<file path="src/rtl/jb_prach_oran_request_dispatch_if.sv">
// ---------------------------------------------------------------------------
// jb_prach_oran_request_dispatch_if
//
// Bundles the two handshakes of the PRACH O-RAN request dispatcher:
//   - request FIFO side : fifo_empty, fifo_data[27:0] (head word), fifo_read
//   - section side      : sec_valid/sec_ready plus descriptor fields
//                         sec_frame[7:0], sec_subframe[3:0], sec_slot[5:0],
//                         sec_symbol[3:0], sec_port[5:0], sec_last
//
// Modports:
//   master - the dispatcher (pops the FIFO, drives descriptors)
//   slave  - the environment (FIFO owner and descriptor consumer)
// ---------------------------------------------------------------------------
interface jb_prach_oran_request_dispatch_if;
  logic        fifo_empty;
  logic [27:0] fifo_data;
  logic        fifo_read;

  logic        sec_valid;
  logic        sec_ready;
  logic [7:0]  sec_frame;
  logic [3:0]  sec_subframe;
  logic [5:0]  sec_slot;
  logic [3:0]  sec_symbol;
  logic [5:0]  sec_port;
  logic        sec_last;

  modport master (
    input  fifo_empty,
    input  fifo_data,
    input  sec_ready,
    output fifo_read,
    output sec_valid,
    output sec_frame,
    output sec_subframe,
    output sec_slot,
    output sec_symbol,
    output sec_port,
    output sec_last
  );

  modport slave (
    output fifo_empty,
    output fifo_data,
    output sec_ready,
    input  fifo_read,
    input  sec_valid,
    input  sec_frame,
    input  sec_subframe,
    input  sec_slot,
    input  sec_symbol,
    input  sec_port,
    input  sec_last
  );
endinterface

</file>
<file path="src/rtl/jb_prach_oran_request_dispatch.sv">
// ---------------------------------------------------------------------------
// jb_prach_oran_request_dispatch
//
// Pops PRACH requests from a request FIFO and expands each one into a run of
// per-symbol section descriptors (sec_symbol = start_symbol + k), clipped to
// the end of the slot.
//
// Parameters:
//   SYMS_PER_SLOT - symbols per slot; legal start symbols 0..SYMS_PER_SLOT-1
//
// Ports:
//   clk          - clock
//   rst          - synchronous, active-high reset
//   enable       - permits capture of new requests (never aborts one in flight)
//   num_rep[3:0] - descriptors per request, sampled at capture (0 acts as 1)
//   bus          - master modport: FIFO pop handshake and descriptor stream
//   busy         - high while descriptors of a request are being issued
//   sym_overflow - one-cycle pulse, cycle after a capture that was clipped
//                  to the slot end or dropped for an illegal start symbol
//   req_count    - (PRACH_ORAN_DISPATCH_STATS_EN only) FIFO pops, wraps
//   drop_count   - (PRACH_ORAN_DISPATCH_STATS_EN only) sym_overflow pulses
//
// Optional feature macro: PRACH_ORAN_DISPATCH_STATS_EN
//   Adds the req_count/drop_count statistics outputs.
// ---------------------------------------------------------------------------
module jb_prach_oran_request_dispatch #(
  parameter int unsigned SYMS_PER_SLOT = 14
) (
  input  logic                              clk,
  input  logic                              rst,
  input  logic                              enable,
  input  logic [3:0]                        num_rep,
  jb_prach_oran_request_dispatch_if.master  bus,
  output logic                              busy,
  output logic                              sym_overflow
`ifdef PRACH_ORAN_DISPATCH_STATS_EN
  ,
  output logic [15:0]                       req_count,
  output logic [15:0]                       drop_count
`endif
);

  typedef enum logic {
    IDLE,
    ISSUE
  } state_t;

  state_t state_q;
  state_t state_d;

  // Latched request fields and the current descriptor position
  logic [7:0] frame_q;
  logic [3:0] subframe_q;
  logic [5:0] slot_q;
  logic [3:0] symbol_q;
  logic [5:0] port_q;
  logic       last_q;
  logic [3:0] rem_q;      // descriptors still to follow the current one
  logic       ovf_q;

  // Capture-time decode of the FIFO head word
  logic [3:0] cap_start;
  logic [4:0] cap_rep;
  logic [4:0] cap_avail;
  logic [4:0] cap_cnt;
  logic       cap_bad;
  logic       cap_trunc;

  logic       capture;
  logic       handshake;

  assign cap_start = bus.fifo_data[9:6];

  always_comb begin
    cap_rep   = (num_rep == '0) ? 5'd1 : {1'b0, num_rep};
    cap_bad   = (32'(cap_start) >= SYMS_PER_SLOT);
    cap_avail = cap_bad ? '0 : 5'(SYMS_PER_SLOT - 32'(cap_start));
    cap_trunc = !cap_bad && (cap_rep > cap_avail);
    cap_cnt   = cap_trunc ? cap_avail : cap_rep;
  end

  // Next-state and strobes
  always_comb begin
    state_d   = state_q;
    capture   = 1'b0;
    handshake = 1'b0;
    unique case (state_q)
      IDLE: begin
        // rst gates the pop so a reset cycle never consumes a FIFO entry
        if (!rst && enable && !bus.fifo_empty) begin
          capture = 1'b1;
          if (!cap_bad) begin
            state_d = ISSUE;
          end
        end
      end
      ISSUE: begin
        if (bus.sec_ready) begin
          handshake = 1'b1;
          if (last_q) begin
            state_d = IDLE;
          end
        end
      end
      default: state_d = IDLE;
    endcase
  end

  always_ff @(posedge clk) begin
    if (rst) begin
      state_q <= IDLE;
    end else begin
      state_q <= state_d;
    end
  end

  // Descriptor datapath
  always_ff @(posedge clk) begin
    if (rst) begin
      frame_q    <= '0;
      subframe_q <= '0;
      slot_q     <= '0;
      symbol_q   <= '0;
      port_q     <= '0;
      last_q     <= 1'b0;
      rem_q      <= '0;
      ovf_q      <= 1'b0;
    end else begin
      ovf_q <= capture && (cap_bad || cap_trunc);
      if (capture && !cap_bad) begin
        frame_q    <= bus.fifo_data[27:20];
        subframe_q <= bus.fifo_data[19:16];
        slot_q     <= bus.fifo_data[15:10];
        symbol_q   <= cap_start;
        port_q     <= bus.fifo_data[5:0];
        rem_q      <= 4'(cap_cnt - 5'd1);
        last_q     <= (cap_cnt == 5'd1);
      end else if (handshake) begin
        if (last_q) begin
          last_q <= 1'b0;
        end else begin
          // last is decided one step ahead so it is a plain register output
          symbol_q <= symbol_q + 4'd1;
          rem_q    <= rem_q - 4'd1;
          last_q   <= (rem_q == 4'd1);
        end
      end
    end
  end

  assign bus.fifo_read    = capture;
  assign bus.sec_valid    = (state_q == ISSUE);
  assign bus.sec_frame    = frame_q;
  assign bus.sec_subframe = subframe_q;
  assign bus.sec_slot     = slot_q;
  assign bus.sec_symbol   = symbol_q;
  assign bus.sec_port     = port_q;
  assign bus.sec_last     = last_q;
  assign busy             = (state_q == ISSUE);
  assign sym_overflow     = ovf_q;

`ifdef PRACH_ORAN_DISPATCH_STATS_EN
  always_ff @(posedge clk) begin
    if (rst) begin
      req_count  <= '0;
      drop_count <= '0;
    end else begin
      if (capture) begin
        req_count <= req_count + 16'd1;
      end
      if (ovf_q) begin
        drop_count <= drop_count + 16'd1;
      end
    end
  end
`endif

endmodule

</file>
<file path="src/flat_wrapper.sv">
// flat-port wrapper written by rule: the top's interface ports become plain ports
module jb_prach_oran_request_dispatch_flat 
#(
  parameter int unsigned SYMS_PER_SLOT = 14
)
  (clk, rst, enable, num_rep, busy, sym_overflow, bus_fifo_empty, bus_fifo_data, bus_sec_ready, bus_fifo_read, bus_sec_valid, bus_sec_frame, bus_sec_subframe, bus_sec_slot, bus_sec_symbol, bus_sec_port, bus_sec_last);
  jb_prach_oran_request_dispatch_if bus_i ();
  input  logic clk;
  input  logic rst;
  input  logic enable;
  input  logic [3:0] num_rep;
  output logic busy;
  output logic sym_overflow;
  input wire logic [$bits(bus_i.fifo_empty)-1:0] bus_fifo_empty;
  input wire logic [$bits(bus_i.fifo_data)-1:0] bus_fifo_data;
  input wire logic [$bits(bus_i.sec_ready)-1:0] bus_sec_ready;
  output wire logic [$bits(bus_i.fifo_read)-1:0] bus_fifo_read;
  output wire logic [$bits(bus_i.sec_valid)-1:0] bus_sec_valid;
  output wire logic [$bits(bus_i.sec_frame)-1:0] bus_sec_frame;
  output wire logic [$bits(bus_i.sec_subframe)-1:0] bus_sec_subframe;
  output wire logic [$bits(bus_i.sec_slot)-1:0] bus_sec_slot;
  output wire logic [$bits(bus_i.sec_symbol)-1:0] bus_sec_symbol;
  output wire logic [$bits(bus_i.sec_port)-1:0] bus_sec_port;
  output wire logic [$bits(bus_i.sec_last)-1:0] bus_sec_last;
  assign bus_i.fifo_empty = bus_fifo_empty;
  assign bus_i.fifo_data = bus_fifo_data;
  assign bus_i.sec_ready = bus_sec_ready;
  assign bus_fifo_read = bus_i.fifo_read;
  assign bus_sec_valid = bus_i.sec_valid;
  assign bus_sec_frame = bus_i.sec_frame;
  assign bus_sec_subframe = bus_i.sec_subframe;
  assign bus_sec_slot = bus_i.sec_slot;
  assign bus_sec_symbol = bus_i.sec_symbol;
  assign bus_sec_port = bus_i.sec_port;
  assign bus_sec_last = bus_i.sec_last;
  jb_prach_oran_request_dispatch #(.SYMS_PER_SLOT(SYMS_PER_SLOT)) u_core (.clk(clk), .rst(rst), .enable(enable), .num_rep(num_rep), .bus(bus_i), .busy(busy), .sym_overflow(sym_overflow));
endmodule
</file>
<file path="config.mk">
export PLATFORM = sky130hd
export DESIGN_NAME = jb_prach_oran_request_dispatch_flat
export DESIGN_NICKNAME = d
export VERILOG_FILES = /design/src/rtl/jb_prach_oran_request_dispatch_if.sv /design/src/rtl/jb_prach_oran_request_dispatch.sv /design/src/flat_wrapper.sv
export SDC_FILE = /design/constraint.sdc
export NUM_CORES = 1
export LEC_CHECK = 0
export ABC_CLOCK_PERIOD_IN_PS = 4100
export BUFFER_PORTS_ARGS = -buffer_cell sky130_fd_sc_hd__buf_2
export CORE_MARGIN = 5
export CORE_UTILIZATION = 25
export CTS_CLUSTER_SIZE = 25
export DETAILED_ROUTE_END_ITERATION = 10
export PLACE_DENSITY = 0.45
export SKIP_LAST_GASP = 1
export SLEW_MARGIN = 20
export SYNTH_ARGS = -nofsm -noshare
export SYNTH_HDL_FRONTEND = slang
export SYNTH_SLANG_ARGS = --single-unit
</file>
<file path="constraint.sdc">
create_clock -name clk -period 4.1 [get_ports clk]
set_input_delay 0.82 -clock clk [delete_from_list [all_inputs] [get_ports clk]]
set_output_delay 0.82 -clock clk [all_outputs]
set_load 0.01 [all_outputs]
</file>
# Word level (Yosys, flattened, before mapping)
# Index checks and enable logic that the tools add are counted.
# classes
add_sub_neg	4
mul	0
div_mod_pow	0
magnitude_cmp	2
n_eq_ne	3
n_shift	0
n_mux	21
bitwise_logic	1
n_reduce_logical	12
# op_table
op	n
$mux 4	7
$mux 1	11
$mux 5	2
$sub 4x1->4 const B	2
$eq 5x1->1 const B	1
$gt 5x5->1	1
$logic_and 1x1->1	5
$sub 4x4->5 const A	1
$add 4x1->4 const B	1
$eq 4x1->1 const B	1
$ge 4x4->1 const B	1
$logic_not 4->1	1
$logic_not 1->1	3
$ne 2x2->1 const B	1
$pmux 1 s2	1
$reduce_and 2->1	1
$reduce_bool 2->1	1
$logic_or 1x1->1	1
$not 1->1	1
# totals
register_bits	35
latchBits	0
ram_bits	0
mem_bits_ro	0
in_bits	37
out_inout_bits	33
wordCells	52
memories	0

# Longest topological paths before layout
# depth
ltp_word	8
depth_mapped	11
depth_no_buf	11

# Least setup slack after synthesis
# Ideal clock, no wire load.
# synth_path
path_kind	input -> register
start	in bus_fifo_data[6]
end	reg u_core.rem_q[0]
setup_ns	0.086
arrival_ns	2.522
required_ns	4.014
setup_slack_ns	1.492
path_stages	11
cell_sequence	inv_1 ha_1 a21o_1 nand3_1 nand2b_1 ha_1 nand4b_1 nand3_1 nand4_1 mux2i_1 a211oi_1
# synth_via
elab_chain_len	7
word_cells_on_any_way	13
classes_between	add/sub: 2; order compare: 2; eq/ne: 1; mux: 3; reduce/logical: 5
# synth_lines
item	line	text
start: declaration	flat_wrapper.sv:15	input wire logic [$bits(bus_i.fifo_data)-1:0] bus_fifo_data;
$sub 4x4->5 / $ge 4x4->1 (equally long branches)	jb_prach_oran_request_dispatch.sv:77, jb_prach_oran_request_dispatch.sv:76	
$mux 5	jb_prach_oran_request_dispatch.sv:77	cap_avail = cap_bad ? '0 : 5'(SYMS_PER_SLOT - 32'(cap_start));
$gt 5x5->1	jb_prach_oran_request_dispatch.sv:78	cap_trunc = !cap_bad && (cap_rep > cap_avail);
$logic_and 1x1->1	jb_prach_oran_request_dispatch.sv:78	
$mux 5	jb_prach_oran_request_dispatch.sv:79	cap_cnt = cap_trunc ? cap_avail : cap_rep;
$sub 4x1->4	jb_prach_oran_request_dispatch.sv:136	rem_q <= 4'(cap_cnt - 5'd1);
$mux 4	jb_prach_oran_request_dispatch.sv:130	if (capture && !cap_bad) begin
end signal: assignment	jb_prach_oran_request_dispatch.sv:136	
end signal: assignment	jb_prach_oran_request_dispatch.sv:144	rem_q <= rem_q - 4'd1;
end: declaration	jb_prach_oran_request_dispatch.sv:58	logic [3:0] rem_q;
# Several ways; a longest one is shown, not always the timed one.
# A chain may end at the register's enable or synchronous reset.

# Worst setup path in the final report
# Ends and elaborated chain as after synthesis.

==> impl_results.md <==
* Share of cells above drive strength 1 at 0.3063
* Sw Ratio at 0.2709
* Relative slew margins at 0.6413
* Pwr dens at 333.1 nW/um2
* Synth top area share at 0.3952
* Worst skew pair latency at approximately 0.28 ns
* Syn. warnings at 0
* Arr. time, crit path at between 2 and 3 ns
* Cell accounting for the most synthesized area: dfxtp_1
* CTS buffer count at 5
* Reg-to-reg startpoint: u_core.bus.sec_valid$_SDFF_PP0_
* Die Span X at roughly 94 um
* F_max at roughly 370 MHz
* Global route overflow at 0
* Crit path max-delay family: simple AND/OR/NAND/NOR gates
* Cell count after synthesis at 221
* Row Count at 30
* Max-Cap Viols at 0
* Worst Path Required at about 4.3 ns
* Layout area overhead at 26.96%
* Avg Synthesized Cell Area at about 8.0 um2
* Post-CTS resize count at 0
* Clock share of power at 0.330
* Post-route clock period utilization at 0.6677
* Clock Tree Root: clkbuf_8
* # fillers at approximately 800
* Final setup fails at 0
* Worst Hold Class: register to register
* Outcome: finished clean
* CTS tree: built
* I/O pin count at 70
* Int Pwr at between 500 and 600 uW
* Top-count cell post-synth: nand2_1
* Initial Util at 0.2595
* Clock Path Buffers at 2
* CTS Sinks at 35
* Slew @ Worst Pin at 0.5380 ns
* NumNets Final at 330
* Area contributors post-synth: dfxtp_1 (40%), nand2_1 (13%), a21oi_1 (9.3%)
* Number of I/O port buffers at between 60 and 70
* Hold-fix buffers, CTS at 0
* Via density at 4.521
* Die span in y at 94.21 um
* Cell area after synthesis at roughly 1800 um2
* CP bufs+invs at 2
* Drt first pass iters at 4
* Seq/Total Area, Yosys at 0.3952
* Synth async-reset ratio at 0
* Post-Syn Nets at about 270
* Hold Path Origin: u_core.bus.sec_port[2]$_SDFFE_PP0P_
* Sw power at slightly above 200 uW
* First-pass GRT wire length at 7.596 mm
* Post-DP HPWL at between 3 and 4 mm
* CP max stage cell: ha_1
* Setup TNS at 0 ns
* #FFs+latches synth at 35
* Worst vdd ir at roughly 110 uV
* # H-tree levels at 2
* Crit path kind: input pin to register
* Total Power at approximately 750 uW
* Most used DFF post-synth: dfxtp_1
* Crit path largest cell delay at approximately 0.31 ns
* Pre-CTS WS at about 1.1 ns
* Vias in the first global route at about 1,600
* DRC Markers at 0
* Top cells by count, synth: nand2_1 (60), dfxtp_1 (35), a21oi_1 (33)
* Slew Viols, Final at 0
* Skew final at approximately 0.003 ns
* Post-synth EDFFs at 0
* Routed Antenna Nets at 0
* Logic gate share of total power at 0.183
* Final Hold Viols at 0
* RSZ-0062 raised after global routing: false
* Reg power frac at 0.487
* DR WL/cell at around 13 um
* DR iter-0 viols at 51
* Crit-path max FO at 7
* Type of origin of the critical path: input pin
* Worst-path cell chain: buf_2 -> inv_1 -> ha_1 -> a21o_1 -> nand3_1 -> nand2b_1 -> ha_1 -> nand4b_1 -> nand3_1 -> nand4_1 -> mux2i_1 -> a211oi_1
* Initial antenna violation count at 0
* Buffer count from post-CTS setup fixing at 0
* Full die area at 8876 um2
* Worst Setup SP: bus_fifo_data[6]
* Overall Global Routing Usage at 0.1073
* RD Place Congestion at approximately 0.73
* CP endpoint kind: register
* Antenna cell count at 0
* Via Count at approximately 1,700
* Largest net degree at the start of global routing at 35
* Core footprint at ~7000 um2
* Routed WL at 4.774 mm
* Tmin final at roughly 2.7 ns
* Netlist cell types at 40
* Final worst slack at 1.363 ns
* CTS clk-pin slew, worst paths at ~0.070 ns
* Static leakage at a little under 0.001 uW
==> final cells by class <==
type / instances / area (um2) / share of cell area
multi-input combinational: 165 / 955.9 / 0.4247
sequential: 35 / 700.7 / 0.3113
timing repair buffer: 72 / 367.9 / 0.1634
tap: 96 / 120.1 / 0.05336
clock buffer: 6 / 82.58 / 0.03669
inverter: 5 / 18.77 / 0.008338
clock inverter: 1 / 5.005 / 0.002223
==> through the flow <==
| step | util | cells | hold slack (ns) | area (um2) |
|---|---|---|---|---|
| after floorplan | - | 221 | 0.4805 | 1773 |
| after CTS | 0.3295 | 380 | 0.4543 | 2251 |
| after detailed placement | 0.3167 | 373 | 0.4445 | 2163 |
| final | 0.3295 | 380 | 0.4503 | 2251 |
| after global routing | 0.3295 | 380 | 0.4746 | 2251 |
| after global placement | 0.3167 | 373 | 0.4387 | 2163 |
==> worst register-to-register path, stage by stage (launching register included) <==
cell	delay, ns
dfxtp_1	0.35
or4b_4	0.60
a31oi_4	0.47
buf_4	0.33
nor2_1	0.07
a211oi_1	0.22
==> path summary, 6_finish.rpt <==
path                                                               to  slack, ns  depth (start not counted)
worst max-delay path                     u_core.rem_q[0]$_SDFFE_PP0P_       1.36                         12
worst min-delay path              u_core.bus.sec_port[2]$_SDFFE_PP0P_       0.45                          2
worst max register to register  u_core.bus.sec_symbol[0]$_SDFFE_PP0P_       1.97                          5
worst min register to register    u_core.bus.sec_port[2]$_SDFFE_PP0P_       0.45                          2
==> power by group through the flow <==
| stage | Clock, uW | Combinational, uW | Sequential, uW |
|---|---|---|---|
| floorplan | 0 | 87.3 | 377 |
| global placement | 0 | 140 | 373 |
| detailed placement | 0 | 140 | 373 |
| CTS | 262 | 140 | 365 |
| global route | 275 | 156 | 367 |
| finish | 247 | 137 | 366 |
==> kinds of logic after synthesis <==
group,after synthesis,synth area share
DFF,35,0.3952
xor gates and xnor gates,8,0.03952
adders and majority gates,9,0.06352
buffers and inverters,21,0.06563
and+or+nand+nor,92,0.2308
muxes,4,0.02329
AOI/OAI and AO/OA,52,0.1821
==> cell usage in the layout (no fill, tap or decap), types with 2 or more instances in the layout <==
cell and n:
ha_1 9, nand4_1 3, buf_4 3, nor3_1 4
xnor2_1 4, mux2i_1 3, nor2_1 10, xor2_1 4
inv_1 4, o21ai_0 3, a31oi_1 2, nand3_1 5
nor4b_1 2, clkbuf_8 6, dfxtp_1 35, a211oi_2 2
a21oi_1 33, nand2_1 60, a211oi_1 3, buf_2 69
==> routing by layer <==
layer  up-vias  wire length [um]  share of wire  global-route usage
met5         -                 0              0                   0
met4         0                40         0.0084             0.02527
met3         5               305          0.064             0.02484
met2        48              2331           0.49              0.1814
met1       784              2098           0.44              0.1374
li1        881                 -              -                   -
==> state kept, by name, summed over array words and instances, names as in the netlist <==
| name | cells |
|---|---|
| u_core.bus.sec_frame | 8 |
| u_core.bus.sec_port | 6 |
| u_core.bus.sec_slot | 6 |
| u_core.bus.sec_subframe | 4 |
| u_core.bus.sec_symbol | 4 |
| u_core.rem_q | 4 |
| u_core.bus.sec_last | 1 |
| u_core.bus.sec_valid | 1 |
| u_core.sym_overflow | 1 |
(Power assumes the default switching activity.)
